**config.mk**
```make
export PLATFORM = sky130hd
export DESIGN_NAME = gf180mcu_ocd_io__pwrseq
export DESIGN_NICKNAME = d
export VERILOG_FILES = /design/src/rtl/gf180mcu_ocd_io__pwrseq.sv
export SDC_FILE = /design/constraint.sdc
export NUM_CORES = 1
export LEC_CHECK = 0
export CAP_MARGIN = 20
export CORE_MARGIN = 2
export CORE_UTILIZATION = 55
export DETAILED_ROUTE_END_ITERATION = 16
export HOLD_SLACK_MARGIN = 0.1
export PLACE_DENSITY = 0.75
export SLEW_MARGIN = 10
export SYNTH_ARGS = -nofsm -noshare
export SYNTH_HDL_FRONTEND = slang
export SYNTH_SLANG_ARGS = --single-unit
```
**constraint.sdc**
```tcl
create_clock -name CLK -period 2.5 [get_ports CLK]
set_input_delay 0.75 -clock CLK [delete_from_list [all_inputs] [get_ports CLK]]
set_output_delay 0.75 -clock CLK [all_outputs]
set_load 0.01 [all_outputs]
```
**src/rtl/gf180mcu_ocd_io__pwrseq.sv**
```systemverilog
// Multi-domain supply sequencer: ramps domains up in index order, waits for
// power-good plus a settle delay, and powers down highest domain first.
// Optional compile-time feature: PWRSEQ_BROWNOUT_EN (brownout detection while ON).
module gf180mcu_ocd_io__pwrseq #(
  parameter int N_DOM = 4,
  parameter int DLY_W = 8,
  parameter int TMO   = 255
) (
  input  logic             CLK,
  input  logic             RST,
  input  logic             EN,
  input  logic [N_DOM-1:0] PG,
  input  logic [DLY_W-1:0] DLY,
  output logic [N_DOM-1:0] PWR_EN,
  output logic             RDY,
  output logic             FAULT,
  output logic [2:0]       FAULT_DOM,
  output logic [2:0]       o_dbg_state
);

  typedef enum logic [2:0] {
    S_OFF    = 3'd0,
    S_RAMP   = 3'd1,
    S_SETTLE = 3'd2,
    S_ON     = 3'd3,
    S_DOWN   = 3'd4,
    S_FLT    = 3'd5
  } state_t;

  localparam logic [2:0]  LAST_IDX = 3'(N_DOM - 1);
  localparam logic [15:0] TMO_LAST = 16'(TMO - 1);

  state_t             r_state;
  logic [2:0]         r_idx;
  logic [N_DOM-1:0]   r_pwr_en;
  logic               r_rdy;
  logic               r_fault;
  logic [2:0]         r_fault_dom;
  logic [15:0]        r_tmo_cnt;
  logic [DLY_W-1:0]   r_dly_cnt;

  state_t             w_state_nxt;
  logic [2:0]         w_idx_nxt;
  logic [N_DOM-1:0]   w_pwr_en_nxt;
  logic               w_rdy_nxt;
  logic               w_fault_nxt;
  logic [2:0]         w_fault_dom_nxt;
  logic [15:0]        w_tmo_cnt_nxt;
  logic [DLY_W-1:0]   w_dly_cnt_nxt;

  logic [N_DOM-1:0]   w_idx_mask;
  logic               w_pg_cur;
  logic               w_tmo_hit;
  logic               w_bo_trip;
  logic [2:0]         w_bo_dom;

  assign w_idx_mask = N_DOM'(1) << r_idx;
  assign w_pg_cur   = |(PG & w_idx_mask);
  assign w_tmo_hit  = !w_pg_cur && (r_tmo_cnt == TMO_LAST);

`ifdef PWRSEQ_BROWNOUT_EN
  // Per-domain run length of low power-good samples, only counted while ON.
  logic [1:0] r_bo_cnt [N_DOM];

  always_ff @(posedge CLK) begin
    for (int i = 0; i < N_DOM; i++) begin
      if (RST || r_state != S_ON || PG[i]) begin
        r_bo_cnt[i] <= 2'd0;
      end else if (r_bo_cnt[i] != 2'd3) begin
        r_bo_cnt[i] <= r_bo_cnt[i] + 2'd1;
      end
    end
  end

  // Descending scan so the lowest tripping domain wins.
  always_comb begin
    w_bo_trip = 1'b0;
    w_bo_dom  = 3'd0;
    for (int i = N_DOM - 1; i >= 0; i--) begin
      if (!PG[i] && r_bo_cnt[i] == 2'd3) begin
        w_bo_trip = 1'b1;
        w_bo_dom  = 3'(i);
      end
    end
  end
`else
  assign w_bo_trip = 1'b0;
  assign w_bo_dom  = 3'd0;
`endif

  always_ff @(posedge CLK) begin
    if (RST) begin
      r_state     <= S_OFF;
      r_idx       <= 3'd0;
      r_pwr_en    <= '0;
      r_rdy       <= 1'b0;
      r_fault     <= 1'b0;
      r_fault_dom <= 3'd0;
      r_tmo_cnt   <= 16'd0;
      r_dly_cnt   <= '0;
    end else begin
      r_state     <= w_state_nxt;
      r_idx       <= w_idx_nxt;
      r_pwr_en    <= w_pwr_en_nxt;
      r_rdy       <= w_rdy_nxt;
      r_fault     <= w_fault_nxt;
      r_fault_dom <= w_fault_dom_nxt;
      r_tmo_cnt   <= w_tmo_cnt_nxt;
      r_dly_cnt   <= w_dly_cnt_nxt;
    end
  end

  always_comb begin
    w_state_nxt     = r_state;
    w_idx_nxt       = r_idx;
    w_pwr_en_nxt    = r_pwr_en;
    w_fault_nxt     = r_fault;
    w_fault_dom_nxt = r_fault_dom;
    w_tmo_cnt_nxt   = r_tmo_cnt;
    w_dly_cnt_nxt   = r_dly_cnt;

    case (r_state)
      S_OFF: begin
        if (EN) begin
          w_state_nxt   = S_RAMP;
          w_idx_nxt     = 3'd0;
          w_pwr_en_nxt  = N_DOM'(1);
          w_tmo_cnt_nxt = 16'd0;
        end
      end

      // Timeout outranks a falling EN in the same cycle.
      S_RAMP: begin
        if (w_tmo_hit) begin
          w_state_nxt     = S_FLT;
          w_pwr_en_nxt    = '0;
          w_fault_nxt     = 1'b1;
          w_fault_dom_nxt = r_idx;
          w_tmo_cnt_nxt   = 16'd0;
        end else if (!EN) begin
          w_state_nxt   = S_DOWN;
          w_dly_cnt_nxt = DLY;
          w_tmo_cnt_nxt = 16'd0;
        end else if (w_pg_cur) begin
          w_state_nxt   = S_SETTLE;
          w_dly_cnt_nxt = DLY;
          w_tmo_cnt_nxt = 16'd0;
        end else begin
          w_tmo_cnt_nxt = r_tmo_cnt + 16'd1;
        end
      end

      S_SETTLE: begin
        if (!EN) begin
          w_state_nxt   = S_DOWN;
          w_dly_cnt_nxt = DLY;
        end else if (r_dly_cnt == '0) begin
          if (r_idx == LAST_IDX) begin
            w_state_nxt = S_ON;
          end else begin
            w_state_nxt   = S_RAMP;
            w_idx_nxt     = r_idx + 3'd1;
            w_pwr_en_nxt  = r_pwr_en | (w_idx_mask << 1);
            w_tmo_cnt_nxt = 16'd0;
          end
        end else begin
          w_dly_cnt_nxt = r_dly_cnt - DLY_W'(1);
        end
      end

      S_ON: begin
        if (w_bo_trip) begin
          w_state_nxt     = S_FLT;
          w_pwr_en_nxt    = '0;
          w_fault_nxt     = 1'b1;
          w_fault_dom_nxt = w_bo_dom;
        end else if (!EN) begin
          w_state_nxt   = S_DOWN;
          w_dly_cnt_nxt = DLY;
        end
      end

      // Enables are thermometer-coded, so a right shift drops the highest bit.
      S_DOWN: begin
        if (r_dly_cnt != '0) begin
          w_dly_cnt_nxt = r_dly_cnt - DLY_W'(1);
        end else begin
          w_pwr_en_nxt  = r_pwr_en >> 1;
          w_dly_cnt_nxt = DLY;
          if (r_pwr_en == N_DOM'(1)) begin
            w_state_nxt   = S_OFF;
            w_idx_nxt     = 3'd0;
            w_dly_cnt_nxt = '0;
          end
        end
      end

      S_FLT: begin
        if (!EN) begin
          w_state_nxt = S_OFF;
          w_idx_nxt   = 3'd0;
          w_fault_nxt = 1'b0;
        end
      end

      default: begin
        w_state_nxt  = S_OFF;
        w_idx_nxt    = 3'd0;
        w_pwr_en_nxt = '0;
        w_fault_nxt  = 1'b0;
      end
    endcase

    w_rdy_nxt = (w_state_nxt == S_ON);
  end

  assign PWR_EN      = r_pwr_en;
  assign RDY         = r_rdy;
  assign FAULT       = r_fault;
  assign FAULT_DOM   = r_fault_dom;
  assign o_dbg_state = r_state;

endmodule
```
==> reports/summary.txt <==
status = completed
max-cap check violation count = 0
FF-to-FF Start = r_dly_cnt[0]
skew final = 10.4 ps
Tot GR Track Use = 24.1%
final hold vios = 0
Commonest cells post-synth = dfxtp_1 (39), nor2_1 (30), nand2_1 (18)
Startpoint Class = input pin
antenna viol nets, final = 0
Post-Synth XOR/XNOR Area = 6.92%
setup violators final = 0
sequential area share after synthesis = 34.3%
postcts setup bufs = 0
Clock Latency Late Sink = 300 ps
Max-slew headroom = 59.8%
Max Fclk = 417 MHz
clk sinks = 39
PostCTS Resize Cnt = 0
Register Area = 781 µm²
Iter 0 DRT Violations = 147
Reg2Reg Setup Slack = 140 ps
async set or reset register ratio after synthesis = 0%
Crit. End Element = flop
Die Area = 4670 µm²
initial antenna violation count = 0
post-synth top area share = 34.3%
io pins = 27
CTS Hold Bufs = 0
Synth Warn # = 0
post-synthesis compound-gate area fraction = 20.4%
hold slack = 500 ps
Simple-Gate Fraction of Synth Area = 27.6%
Peak VDD IR = 0.351 mV
leak pwr = 0.00100 µW
top post-synthesis cells by area = dfxtp_1 (34%), xnor2_1 (6.2%), ha_1 (4.9%)
DR pass1 iterations = 4
top-count cell post-synth = dfxtp_1
crit share post-route = 95.9%
Area growth, synth to finish = 25.8%
sw frac = 31.5%
worst path required time = 2720 ps
crit-path max FO = 5
Post-synth EDFFs = 0
clock tree buffer depth = 2
main combinational cell family by area after synthesis = simple AND/OR/NAND/NOR gates
core footprint = 4000 µm²
Wirelength per Cell = 14.4 µm
num rows = 23
vias per cell = 5.78
first-pass GRT wire length = 8.43 mm
WS Path Type = in2reg
Initial Util = 57.0%
syn nets = 291
Seq cells post-synth = 39
fill count = 321
Slew @ Worst Pin = 597 ps
Primary FF master, synth = dfxtp_1
H-tree levels = 2
Mapped Area = 2280 µm²
Seq pwr share = 45.7%
synthesized area per cell = 8.53 µm²
Hold Path Origin = FAULT_DOM[1]
DRC Markers = 0
synth unique cells = 54
Critical Path AT = 2620 ps
Cell Int Power = 1040 µW
Die Y = 68.4 µm
largest area contributor in the synthesized netlist = dfxtp_1
Post-Synth Adder-Cell Area = 4.94%
worst r2r dst = PWR_EN[2]
Multi-input gate area = 1420 µm²
grt total ovfl = 0
vias post-DR = 2132
Clock Power Share = 27.8%
Reg clk slew, reported paths = 70 ps
# diodes = 0
hold crit path type = reg2reg
count of input and output buffers = 26
Layout Nets = 342
Comb pwr share = 26.5%
CTS tree = done
R2R depth = 7
CTS Buf Count = 5
Final min period = 2400 ps
DRT Wirelength = 5.30 mm
Final Wtd Congestion = 0.836
P_sw = 478 µW
DP Wirelength = 3.97 mm
vias in the first global route = 1836
Die Width = 68.4 µm
Pwr per Cell Area = 530 nW/µm²
mux cell area share after synthesis = 1.81%
Hold Path Depth = 2
Final Max Tran Viols = 0
post-route core utilization = 71.6%
layout cells sized above 1 = 16.3%
gate count of the mapped netlist = 267
Hold Path End = FAULT_DOM[1]
root buf cell = clkbuf_8
largest net degree at the start of global routing = 20
[worst max-delay path, cell delays in order]
cell and delay (ps):
clkdlybuf4s50_1 410, a22oi_1 280, o2111ai_1 170, or3b_2 470, a21o_2 250, buf_4 150
nor2_1 140
[cell usage in the layout (no fill, tap or decap), drive strengths merged, types with 4 or more instances in the layout]
master	count
a211oi	4
a21oi	12
a221oi	6
a311oi	4
and2	4
buf	29
clkbuf	6
clkdlybuf4s50	26
dfxtp	39
ha	9
inv	11
nand2	18
nand2b	5
nand4	6
nor2	33
nor3	17
nor3b	6
nor4	7
nor4b	4
o21a	4
o21ai	4
xnor2	16
[state kept, by name (all words and copies together), names as in the netlist]
signal	count
o_dbg_state	3
FAULT_DOM	3
RDY	1
FAULT	1
r_tmo_cnt	16
r_dly_cnt	8
PWR_EN	4
r_idx	3
[logic make-up after synthesis]
| logic type | count (synthesis) |
|---|---|
| and+or+nand+nor | 114 |
| muxes | 4 |
| buffers and inverters | 22 |
| xor gates and xnor gates | 18 |
| AOI/OAI and AO/OA | 61 |
| adders and majority gates | 9 |
| DFF | 39 |
[metal layers]
layer	part of all wire [%]	track usage [%]
met4	1.4	8.00
met2	43	35.4
met5	0	0
met3	5.3	5.59
met1	50	34.6
[stage by stage]
step | setup slack [ps] | TNS (ps) | cell area, µm² | power, µW | std cells
6_report | 102 | 0 | 2870 | 1520 | 369
5_1_grt | -14.6 | -14.6 | 2870 | 1590 | 369
4_1_cts | 118 | 0 | 2850 | 1520 | 369
3_5_place_dp | -166 | -2090 | 2770 | 1100 | 361
3_3_place_gp | -89.6 | -1340 | 2770 | 1090 | 361
2_1_floorplan | 301 | 0 | 2280 | 952 | 267
[power by group through the flow]
stage | combinational, µW | clock [µW] | sequential, µW
after floorplan | 254 | 0 | 698
after global placement | 385 | 0 | 706
after detailed placement | 390 | 0 | 706
after CTS | 394 | 431 | 692
after global routing | 439 | 454 | 699
final | 403 | 422 | 694
[area by class of cell]
class	count	share of cell area (%)
inverter	11	1.44
clock inverter	2	0.437
sequential	39	27.2
timing repair buffer	55	16.7
multi-input combinational	206	49.5
tap	50	2.18
clock buffer	6	2.53
[worst max path at each step]
stage | startpoint | to | slack, ps | cells after the start
floorplan | PG[0] | PWR_EN[3] | 300 | 5
global placement | PG[0] | r_tmo_cnt[8] | -90 | 7
detailed placement | PG[0] | r_tmo_cnt[14] | -170 | 7
CTS | PG[0] | r_tmo_cnt[14] | 120 | 7
global route | r_dly_cnt[0] | r_idx[2] | -10 | 7
finish | PG[0] | r_tmo_cnt[14] | 100 | 7
Power figures use the tool's default switching activity.
